File: config.mk
export PLATFORM = sky130hd
export DESIGN_NAME = cafe_scheduler
export DESIGN_NICKNAME = d
export VERILOG_FILES = /design/src/rtl/cafe_scheduler.sv
export SDC_FILE = /design/constraint.sdc
export NUM_CORES = 1
export LEC_CHECK = 0
export CORE_MARGIN = 10
export CORE_UTILIZATION = 40
export DETAILED_ROUTE_END_ITERATION = 12
export GPL_TIMING_DRIVEN = 0
export HOLD_SLACK_MARGIN = 0.08
export PLACE_DENSITY = 0.7
export REMOVE_ABC_BUFFERS = 1
export SYNTH_ARGS = -nofsm -noshare
export SYNTH_HDL_FRONTEND = slang
export SYNTH_SLANG_ARGS = --single-unit
File: constraint.sdc
create_clock -name clk -period 2.5 [get_ports clk]
set_input_delay 0.375 -clock clk [delete_from_list [all_inputs] [get_ports clk]]
set_output_delay 0.375 -clock clk [all_outputs]
set_load 0.05 [all_outputs]
File: src/rtl/cafe_scheduler.sv
// Round-robin scheduler that shares one coffee machine among N_REQ requesters,
// tracks each order through the machine's state codes and flags stuck/illegal machines.
module cafe_scheduler #(
    parameter int N_REQ   = 4,
    parameter int TIMEOUT = 32
) (
    input  logic             clk,
    input  logic             rst_n,
    input  logic [N_REQ-1:0] req,
    input  logic [3:0]       machine_state,
    input  logic             clr_err,
    output logic             machine_start,
    output logic [N_REQ-1:0] grant,
    output logic [N_REQ-1:0] done,
    output logic             busy,
    output logic             error,
    output logic [7:0]       served_count,
    output logic [2:0]       state_dbg
);
    localparam int IW = $clog2(N_REQ);
    localparam logic [N_REQ-1:0] ONE = N_REQ'(1);
    localparam logic [3:0] MS_IDLE    = 4'd1;
    localparam logic [3:0] MS_EXTRACT = 4'd9;

    typedef enum logic [2:0] {
        S_IDLE, S_START, S_WAIT_LEAVE, S_WAIT_EXTRACT, S_WAIT_RETURN, S_DONE, S_ERROR
    } state_t;

    state_t         state, state_nxt;
    logic [IW-1:0]  ptr, idx, idx_inc, winner;
    logic [7:0]     wd_cnt;
    logic           found, legal, wd_hit, in_wait;

    function automatic logic [IW-1:0] rr_pos(input logic [IW-1:0] base, input int k);
        int p;
        p = (int'(base) + k) % N_REQ;
        return IW'(p);
    endfunction

    always_comb begin
        winner = '0;
        found  = 1'b0;
        for (int k = 0; k < N_REQ; k++) begin
            if (!found && req[rr_pos(ptr, k)]) begin
                found  = 1'b1;
                winner = rr_pos(ptr, k);
            end
        end
    end

    assign idx_inc = (idx == IW'(N_REQ - 1)) ? '0 : idx + 1'b1;
    assign legal   = (machine_state != 4'd0) && (machine_state <= MS_EXTRACT);
    assign in_wait = (state == S_WAIT_LEAVE) || (state == S_WAIT_EXTRACT) ||
                     (state == S_WAIT_RETURN);
    // wd_cnt+1 is the number of cycles elapsed since the start strobe, so the
    // error state is entered exactly TIMEOUT cycles after S_START.
    assign wd_hit  = (wd_cnt + 8'd1) >= 8'(TIMEOUT - 1);

    always_ff @(posedge clk or negedge rst_n) begin
        if (!rst_n) state <= S_IDLE;
        else        state <= state_nxt;
    end

    always_comb begin
        state_nxt = state;
        case (state)
            S_IDLE:         if (found && machine_state == MS_IDLE) state_nxt = S_START;
            S_START:        state_nxt = S_WAIT_LEAVE;
            S_WAIT_LEAVE: begin
                if (!legal || wd_hit)                state_nxt = S_ERROR;
                else if (machine_state != MS_IDLE)   state_nxt = S_WAIT_EXTRACT;
            end
            S_WAIT_EXTRACT: begin
                if (!legal || wd_hit)                state_nxt = S_ERROR;
                else if (machine_state == MS_EXTRACT) state_nxt = S_WAIT_RETURN;
            end
            S_WAIT_RETURN: begin
                if (!legal || wd_hit)                state_nxt = S_ERROR;
                else if (machine_state == MS_IDLE)   state_nxt = S_DONE;
            end
            S_DONE:         state_nxt = S_IDLE;
            S_ERROR:        if (clr_err) state_nxt = S_IDLE;
            default:        state_nxt = S_IDLE;
        endcase
    end

    always_ff @(posedge clk or negedge rst_n) begin
        if (!rst_n) begin
            ptr          <= '0;
            idx          <= '0;
            wd_cnt       <= '0;
            served_count <= '0;
        end else begin
            if (state == S_IDLE && state_nxt == S_START) idx <= winner;
            if (state == S_START)  wd_cnt <= '0;
            else if (in_wait)      wd_cnt <= wd_cnt + 8'd1;
            if (state == S_DONE) begin
                served_count <= served_count + 8'd1;
                ptr          <= idx_inc;
            end
            if (state == S_ERROR && clr_err) ptr <= idx_inc;
        end
    end

    // machine_start and done are single-cycle strobes with no back-pressure:
    // the machine must accept a start whenever it reports IDLE.
    always_comb begin
        machine_start = (state == S_START);
        busy          = (state != S_IDLE);
        error         = (state == S_ERROR);
        grant         = '0;
        done          = '0;
        if (state != S_IDLE && state != S_ERROR) grant = ONE << idx;
        if (state == S_DONE)                     done  = ONE << idx;
        state_dbg     = state;
    end
endmodule

== Yosys cells after proc, flatten, opt, wreduce, memory -nomap -nowiden ==
Index checks and enable logic that the tools add are counted.
Storage, ports and cells
  output and inout bits: 22
  word-level logic and storage cells: 82
  input bits: 11
  bits in registers: 23
Cells by class
  reduce and logical (&&, ||, !) cells: 20
  shift-type cells: 1
  order comparisons: 6
  mux-type cells: 32
  equal/unequal tests: 12
  $add $sub $neg: 6
Operators with widths (count)
  $mux W3: 8
  $pmux W3 S6: 1
  $add A8 B1 Y8 const B: 2
  $mux W8: 2
  $mux W2: 7
  $lt A2 B3 Y1 const B: 4
  $eq A3 B3 Y1 const B: 3
  $bmux W1 S2: 4
  $ge A8 B5 Y1 const B: 1
  $logic_and A1 B1 Y1: 8
  $mux W1: 8
  $mux W4: 2
  $eq A3 B1 Y1 const B: 2
  $eq A3 B2 Y1 const B: 2
  $add A2 B1 Y2 const B: 2
  $add A2 B2 Y2 const B: 2
  $eq A4 B1 Y1 const B: 1
  $eq A4 B4 Y1 const B: 1
  $le A4 B4 Y1 const B: 1
  $logic_not A1 Y1: 4
  $ne A4 B1 Y1 const B: 1
  $reduce_bool A2 Y1: 2
  $reduce_bool A4 Y1: 1
  $shl A1 B2 Y4 const A: 1
  other kinds (5): 7

== Logic depth before layout (Yosys ltp) ==
Gate-level depths: netlist of run 1.
  word-level depth: 17
  depth in mapped cells: 6
  gate-level depth less buffers: 6

== Worst setup path after synthesis of run 1 ==
No wires, ideal clock.
  kind: register -> output
  start: reg state[2], in the netlist state_dbg[2]
  end: out machine_start
  required time: 2.125 ns
  setup slack: 0.008 ns
  cell stages (with the launch flop): 4
  buffers on the path: 2
  arrival time: 2.117 ns
  cell sequence: dfrtp_1 -> clkbuf_1 -> buf_2 -> nor3_1
Between the ends
  cells in the longest elaborated chain, start to end: 1
RTL lines
  start, declared: line 29  | state_t state, state_nxt;
  start signal, assigned: line 61  | else state <= state_nxt;
  $eq A3 B1 Y1: line 108  | machine_start = (state == S_START);
  end, declared: line 12  | output logic machine_start,
No other way between the ends.

== Worst setup path in the final report of run 1 ==
  start: reg state[1], in the netlist state_dbg[1]
  end: out done[3]
Between the ends
  cells in the longest elaborated chain, start to end: 2
RTL lines
  $eq A3 B3 Y1: line 114  | if (state == S_DONE) done = ONE << idx;
  $mux W4: line 114
  end, declared: line 14  | output logic [N_REQ-1:0] done,
No other way between the ends.

==> summary.md, run 1 <==
| Metric | Value |
|---|---|
| Initial antenna violation count | `0` |
| P_leak | `0.8678 nW` |
| NetSw | `1.179 mW` |
| Most frequent cells in the layout | `clkdlybuf4s50_1 (22), dfrtp_1 (20), a21oi_1 (14)` |
| Seq cells post-synth | `23` |
| Worst Hold Class | `reg2reg` |
| Post-DP Area | `0.002047 mm^2` |
| Relative slew margins | `28.78%` |
| Number of global-route vias before repair | `1,495` |
| Yosys cell types | `53` |
| Drt total wl | `3939 um` |
| Most common cell after layout, fill and taps aside | `clkdlybuf4s50_1` |
| Fraction of layout cells with a size suffix above 1 | `11.76%` |
| Setup CP Type | `reg2out` |
| Crit path cell chain | `and3b_1 > and2_1 > dlygate4sd2_1` |
| CTS clk-pin slew, worst paths | `80 ps` |
| Global-route wire length before repair | `6879 um` |
| ANT nets after route | `0` |
| Crit end category | `output pin` |
| Syn_area_per_cell | `8.840 um^2` |
| Worst Setup Slack, final | `132.7 ps` |
| DP Wirelength | `2937 um` |
| Routed via count | `1,526` |
| Crit path DAT | `1990 ps` |
| Max-capacitance violation count | `0` |
| Initial Utilization | `40.97%` |
| I/O pin cnt | `33` |
| Final Skew | `1.622 ps` |
| RSZ-0062 raised after global routing | `no` |
| Worst Path Required | `2120 ps` |
| Ys flop type | `dfrtp_1` |
| Number of post-CTS setup repair buffers | `0` |
| Final worst-path cycle share | `94.69%` |
| Area share of the largest cell type after synthesis | `32.72%` |
| Final slew viol count | `0` |
| Clock share of power | `10.3%` |
| First-pass detailed-route iteration total | `4` |
| Switching Fraction | `51.42%` |
| Post-Synthesis Cell Area | `0.001759 mm^2` |
| Worst path slowest cell | `dfrtp_4` |
| Worst-path fanout max | `30` |
| Routability congestion estimate | `0.7762` |
| Yosys warnings | `0` |
| Max rail drop VDD | `0.3809 mV` |
| Startpoint types | `flip-flop` |
| GRT Total Usage | `10.85%` |
| Worst-margin pin slew | `1065 ps` |
| Final Hold Vio Count | `0` |
| CTS max path bufs | `2` |
| Drt drc | `0` |
| Num rows | `24` |
| Seq/Total Area, Yosys | `32.72%` |
| Die Y | `86.32 um` |
| Total gr overflow | `0` |
| Fin Setup TNS | `0 ps` |
| Top cells by area, synth | `dfrtp_1 (33%), ha_1 (5.0%), a21oi_1 (4.0%)` |
| Pin count of the biggest net entering global routing | `31` |
| Inserted Clock Buffers | `3` |
| Vias/cell | `5.590` |
| Dpl ws | `-343.4 ps` |
| IO buf count | `32` |
| Final core utilization | `49.18%` |
| Fmax | `422.4 MHz` |
| Mapped Cells | `199` |
| Flop pwr share | `32.2%` |
| CTS H-Tree Depth | `1` |
| Gate power share | `57.5%` |
| Post-synth EDFFs | `0` |
| Count of final setup violators | `0` |
| N_diodes | `0` |
| Area of the core | `0.004294 mm^2` |
| Per-cell routed wire length | `14.43 um` |
| 1st-iter DRT viols | `122` |
| Tmin final | `2367 ps` |
| Post-synthesis async set-or-reset flop share | `100.0%` |
| Yosys top cell by area | `dfrtp_1` |
| Chip width | `86.32 um` |
| Slowest stage delay, CP | `610 ps` |
| Area grow syn2layout | `20.06%` |
| Cell-internal power | `1.114 mW` |
| PD cells | `1086 mW/mm^2` |
| Die Footprint | `0.007450 mm^2` |
| Final #Nets | `240` |
| Post-route cell area | `0.002112 mm^2` |
| TritonCTS clock tree | `yes` |
| Status | `complete, no violations` |
| Hold Buf Count CTS | `0` |
| Root Driver | `clkbuf_8` |
| Final hold slack | `475.4 ps` |
| # clock sinks | `23` |
| Clk_lat worst skew | `270 ps` |
| Post-CTS Resized | `22` |
logic make-up after synthesis:
logic type	count (synthesis)	share of synthesized area [%]
and+or+nand+nor	75	24.47
AOI/OAI and AO/OA	57	23.05
buffers and inverters	24	7.681
DFF	23	32.72
xor gates and xnor gates	8	3.983
adders and majority gates	7	4.978
muxes	5	3.129
worst max-delay path, delay by kind of cell (launching register included):
family | cells | cell delay [ps]
flops | 1 | 610
buf+inv | 1 | 530
simple gates | 2 | 580
power groups by stage:
| stage | combinational [mW] | sequential [mW] | clock (mW) |
|---|---|---|---|
| 2_1_floorplan | 0.821 | 0.827 | 0 |
| 4_1_cts | 1.33 | 0.727 | 0.247 |
| 5_1_grt | 1.45 | 0.770 | 0.259 |
| 3_5_place_dp | 1.34 | 0.725 | 0 |
| 6_report | 1.32 | 0.737 | 0.237 |
| 3_3_place_gp | 1.32 | 0.721 | 0 |
routing by layer:
metal  part of all wire, %  global-route usage, %  up-vias
li1                      -                      -      773
met3                   4.3                  2.064        4
met2                    48                  18.26       32
met1                    46                  13.28      717
met4                   1.4                  4.271        0
met5                     0                      0        -
synth_stat cells, types with 2 or more instances:
cell,instances
nor3_1,3
clkbuf_1,3
dfrtp_1,23
and2_1,5
a221oi_1,4
a21o_1,5
o221ai_1,2
nor2_1,13
a211oi_1,4
nand2b_1,2
buf_4,3
o21ai_0,9
xnor2_1,7
a32oi_1,2
a21oi_1,14
buf_2,6
ha_1,7
nor2b_1,11
inv_1,10
nand3_1,4
o21a_1,4
or4_1,2
nand2_1,10
o22ai_1,2
and3_1,7
mux2_2,4
nand4_1,7
metrics by stage:
stage	cells	total power, mW
2_1_floorplan	185	1.648
3_3_place_gp	269	2.046
3_5_place_dp	269	2.068
4_1_cts	273	2.302
5_1_grt	273	2.482
6_report	273	2.293
flip-flops by register name, summed over array words and instances (netlist names):
register / flops
state_dbg: 3
ptr: 2
idx: 2
wd_cnt: 8
served_count: 8
final cells by class:
class	count	area, um^2
Fill cell	424	2182
Tap cell	52	65.06
Multi-Input combinational cell	152	1056
Inverter	10	41.29
Sequential cell	23	584.3
Clock inverter	1	5.005
Timing Repair Buffer	32	319.1
Clock buffer	3	41.29
path summary, 6_finish.rpt:
check                                     start              end  slack [ps]  cells past startpoint
worst max-delay path               state_dbg[1]          done[3]         130                      3
worst min register to register  served_count[7]  served_count[7]         480                      1
worst max register to register     state_dbg[1]           idx[0]         730                      4
max in group asynchronous                 rst_n     state_dbg[2]        1050                      1
min in group asynchronous                 rst_n        wd_cnt[4]         680                      1
worst min-delay path            served_count[7]  served_count[7]         480                      1
Note: power is estimated with default switching activity, not from simulation.
==> inputs of run 2 (changes only) <==
--- a/config.mk
+++ b/config.mk
@@ -12,6 +12,7 @@
 export HOLD_SLACK_MARGIN = 0.08
 export PLACE_DENSITY = 0.7
 export REMOVE_ABC_BUFFERS = 1
+export SETUP_SLACK_MARGIN = 0.02
 export SYNTH_ARGS = -nofsm -noshare
 export SYNTH_HDL_FRONTEND = slang
 export SYNTH_SLANG_ARGS = --single-unit
==> results of run 2 <==
Same layout as run 1 (identical final DEF). Status: complete, no violations.
==> inputs of run 3 (changes only) <==
--- a/config.mk
+++ b/config.mk
@@ -5,12 +5,13 @@
 export SDC_FILE = /design/constraint.sdc
 export NUM_CORES = 1
 export LEC_CHECK = 0
+export ABC_AREA = 1
 export CORE_MARGIN = 10
 export CORE_UTILIZATION = 40
 export DETAILED_ROUTE_END_ITERATION = 12
 export GPL_TIMING_DRIVEN = 0
 export HOLD_SLACK_MARGIN = 0.08
-export PLACE_DENSITY = 0.7
+export PLACE_DENSITY = 0.71
 export REMOVE_ABC_BUFFERS = 1
 export SETUP_SLACK_MARGIN = 0.02
 export SYNTH_ARGS = -nofsm -noshare
==> constraint.sdc (replaced) <==
create_clock -name clk -period 2.94 [get_ports clk]
set_input_delay 0.441 -clock clk [delete_from_list [all_inputs] [get_ports clk]]
set_output_delay 0.441 -clock clk [all_outputs]
set_load 0.05 [all_outputs]
==> run 3 against run 2 <==
Net effect: die area down 5.9%; final cell count grew 9.5%; utilization grew 2.3 points; critical endpoint is now grant[2]; synthesized cell count up 7.5%; combinational power decreased by 11%; first-iteration DRC count down 42%; area after synthesis is 7.6% lower; via count down 7.1%; sequential power is 27% lower; sequential share of layout area increased by 0.50 points.
==> summary.md, run 3 <==
| Metric | Value |
|---|---|
| First-pass detailed-route iteration total | `4 (unchanged)` |
| Crit end category | `output pin` |
| IO buf count | `32 (unchanged)` |
| Hold Crit Start | `served_count[7]` |
| Fill cells | `377 (-11%)` |
| CTS max path bufs | `2 (unchanged)` |
| Die Footprint | `0.007013 mm^2 (-5.9%)` |
| Fraction of layout cells with a size suffix above 1 | `16.87% (+5.1 points)` |
| Root Driver | `clkbuf_8` |
| I/O pin cnt | `33 (unchanged)` |
| # clock sinks | `23 (unchanged)` |
| Ys flop type | `dfrtp_1` |
| Gate power share | `61.4% (+3.9 points)` |
| Switching Fraction | `53.30% (+1.9 points)` |
| Area share of the largest cell type after synthesis | `35.41% (+2.7 points)` |
| Most frequent cells in the layout | `nand2_1 (47), clkdlybuf4s50_1 (32), inv_1 (28)` |
| RSZ-0062 raised after global routing | `no` |
| CTS clk-pin slew, worst paths | `80 ps (about the same)` |
| Worst path slowest cell | `clkdlybuf4s50_1` |
| DP Wirelength | `2754 um (-6.2%)` |
| Post-CTS Resized | `0 (-100%)` |
| Drt total wl | `3412 um (-13%)` |
| NetSw | `1.014 mW (-14%)` |
| Crit path cell chain | `inv_2 > nand3_1 > nand2_1 > nor2_1 > clkdlybuf4s50_1` |
| Hold Buf Count CTS | `0 (unchanged)` |
| Clock share of power | `10.4% (about the same)` |
| Routed via count | `1,417 (-7.1%)` |
| Pin count of the biggest net entering global routing | `24 (-23%)` |
| Critical path origin | `state_dbg[0]` |
| CTS H-Tree Depth | `1 (unchanged)` |
| Setup CP Type | `reg2out` |
| Per-cell routed wire length | `11.41 um (-21%)` |
| Fmax | `398.6 MHz` |
| Most common cell in the netlist | `nand2_1` |
| Count of final setup violators | `0 (unchanged)` |
| Mapped Cells | `214 (+7.5%)` |
| Clk_lat worst skew | `270 ps (about the same)` |
| Total gr overflow | `0 (unchanged)` |
| Chip width | `83.75 um (-3.0%)` |
| Final Skew | `3.629 ps (+2.007 ps)` |
| Number of global-route vias before repair | `1,365 (-8.7%)` |
| Worst-path fanout max | `6 (-80%)` |
| Worst Hold Class | `reg2reg` |
| Worst-margin pin slew | `1040 ps (-25.30 ps)` |
| Final Hold Vio Count | `0 (unchanged)` |
| Global-route wire length before repair | `5947 um (-14%)` |
| PD cells | `930.9 mW/mm^2 (-14%)` |
| Worst Path Required | `2500 ps (+380 ps)` |
| TritonCTS clock tree | `yes` |
| Initial antenna violation count | `0 (unchanged)` |
| Yosys cell types | `30 (-43%)` |
| Yosys top cell by area | `dfrtp_1` |
| Reg-to-reg critical path startpoint | `ptr[0]` |
| Final slew viol count | `0 (unchanged)` |
| Drt drc | `0 (unchanged)` |
| Slowest stage delay, CP | `810 ps (+200 ps)` |
| Vias/cell | `4.739 (-15%)` |
| Most common library cells after synthesis | `nand2_1 (47), inv_1 (28), dfrtp_1 (23)` |
| 1st-iter DRT viols | `71 (-42%)` |
| Seq/Total Area, Yosys | `35.41% (+2.7 points)` |
| Area grow syn2layout | `25.71%` |
| Post-synthesis async set-or-reset flop share | `100.0% (unchanged)` |
| Initial Utilization | `40.93% (-0.041 points)` |
| Relative slew margins | `30.47% (+1.7 points)` |
| Post-Synthesis Cell Area | `0.001625 mm^2 (-7.6%)` |
| Crit path DAT | `2070 ps (+80 ps)` |
| P_leak | `1.005 nW (+16%)` |
| Routability congestion estimate | `0.8537 (+10%)` |
| Flop pwr share | `28.2% (-4.0 points)` |
| Syn_area_per_cell | `7.595 um^2 (-14%)` |
| Final worst-path cycle share | `85.33%` |
| Seq cells post-synth | `23 (unchanged)` |
| Top cells by area, synth | `dfrtp_1 (35%), nand2_1 (11%), inv_1 (6.5%)` |
| Post-synth EDFFs | `0 (unchanged)` |
| Tmin final | `2509 ps` |
| Startpoint types | `flip-flop` |
| Fin Setup TNS | `0 ps (unchanged)` |
| Final total power | `1.902 mW (-17%)` |
| Die Y | `83.75 um (-3.0%)` |
| ANT nets after route | `0 (unchanged)` |
| Inserted Clock Buffers | `3 (unchanged)` |
| Num rows | `23 (-4.2%)` |
| N_diodes | `0 (unchanged)` |
| Most common cell after layout, fill and taps aside | `nand2_1` |
| Area of the core | `0.003971 mm^2 (-7.5%)` |
| Yosys warnings | `0 (unchanged)` |
| Max rail drop VDD | `0.4014 mV (+5.4%)` |
| Cell-internal power | `0.8884 mW (-20%)` |
| Final #Nets | `268 (+12%)` |
| Max-capacitance violation count | `0 (unchanged)` |
| Status | `complete, no violations` |
| GRT Total Usage | `9.827% (-1.0 points)` |
| Number of post-CTS setup repair buffers | `0 (unchanged)` |
-- run 3: changes by cell type in the layout (fill, tap and decap cells not counted), sizes merged, moves of 7 or more --
cell,previous run,this run
inv,9,38
and3,8,1
nor2b,11,0
nand2,10,60
a21oi,15,2
nor2,13,24
nand3,4,22
clkdlybuf4s50,22,32
-- run 3: cells by family (layout without fill, tap and decap cells) --
family / Yosys count / in the layout / synth area share (%)
buffers and inverters: 39 / 74 / 9.469
flip-flops: 23 / 23 / 35.41
AND/OR/NAND/NOR: 114 / 114 / 36.26
AO/OA/AOI/OAI: 20 / 20 / 7.082
adder cells (fa/ha/maj): 7 / 7 / 5.389
XOR/XNOR: 11 / 11 / 6.390
-- run 3: through the flow --
| step | cells | hold WS, ps | utilization, % | setup slack (ps) | instance area (um^2) |
|---|---|---|---|---|---|
| floorplan | 213 | 145.4 | - | 311.5 | 1614 |
| CTS | 299 | 507.9 | 51.45 | 416.1 | 2043 |
| global placement | 295 | 489.4 | 50.28 | 720.8 | 1997 |
| global route | 299 | 533.8 | 51.45 | 267.4 | 2043 |
| finish | 299 | 504.9 | 51.45 | 431.4 | 2043 |
| detailed placement | 295 | 490.6 | 50.28 | 719.6 | 1997 |
-- run 3: metal layers --
layer / up-vias / track usage, % / share of wire, %
met3: 7 / 3.320 / 5.6
met5: - / 0 / 0
met2: 27 / 17.14 / 49
li1: 740 / - / -
met1: 643 / 11.02 / 45
met4: 0 / 2.740 / 1.2
-- run 3: area by class of cell --
type                    count  area (um^2)  area share, %
repair buffers             32        320.3          15.68
inverters                  38        142.6          6.981
clock inverters             1        5.005         0.2449
well taps                  50        62.56          3.062
multi-input cells         152        895.9          43.85
flip-flops and latches     23        575.6          28.17
clock buffers               3        41.29          2.021
-- run 3: worst paths after layout --
kind                       cells after the start         endpoint  slack [ps]
max reg2reg                                   11           idx[1]        1330
min in group asynchronous                      1        wd_cnt[6]         740
max                                            5         grant[2]         430
min                                            1  served_count[7]         500
min reg2reg                                    1  served_count[7]         500
max in group asynchronous                      1           ptr[0]        1580
-- run 3: power by group through the flow --
stage / Combinational (mW) / Clock (mW) / Sequential [mW]
2_1_floorplan: 0.760 / 0 / 0.638
3_3_place_gp: 1.16 / 0 / 0.542
3_5_place_dp: 1.17 / 0 / 0.544
4_1_cts: 1.18 / 0.208 / 0.539
5_1_grt: 1.29 / 0.221 / 0.557
6_report: 1.17 / 0.198 / 0.536
-- run 3: critical path: cells and delay by family, from the launching register on --
family | cells | cell delay, ps
buffers and inverters | 2 | 910
flip-flops | 1 | 500
AND/OR/NAND/NOR | 3 | 380
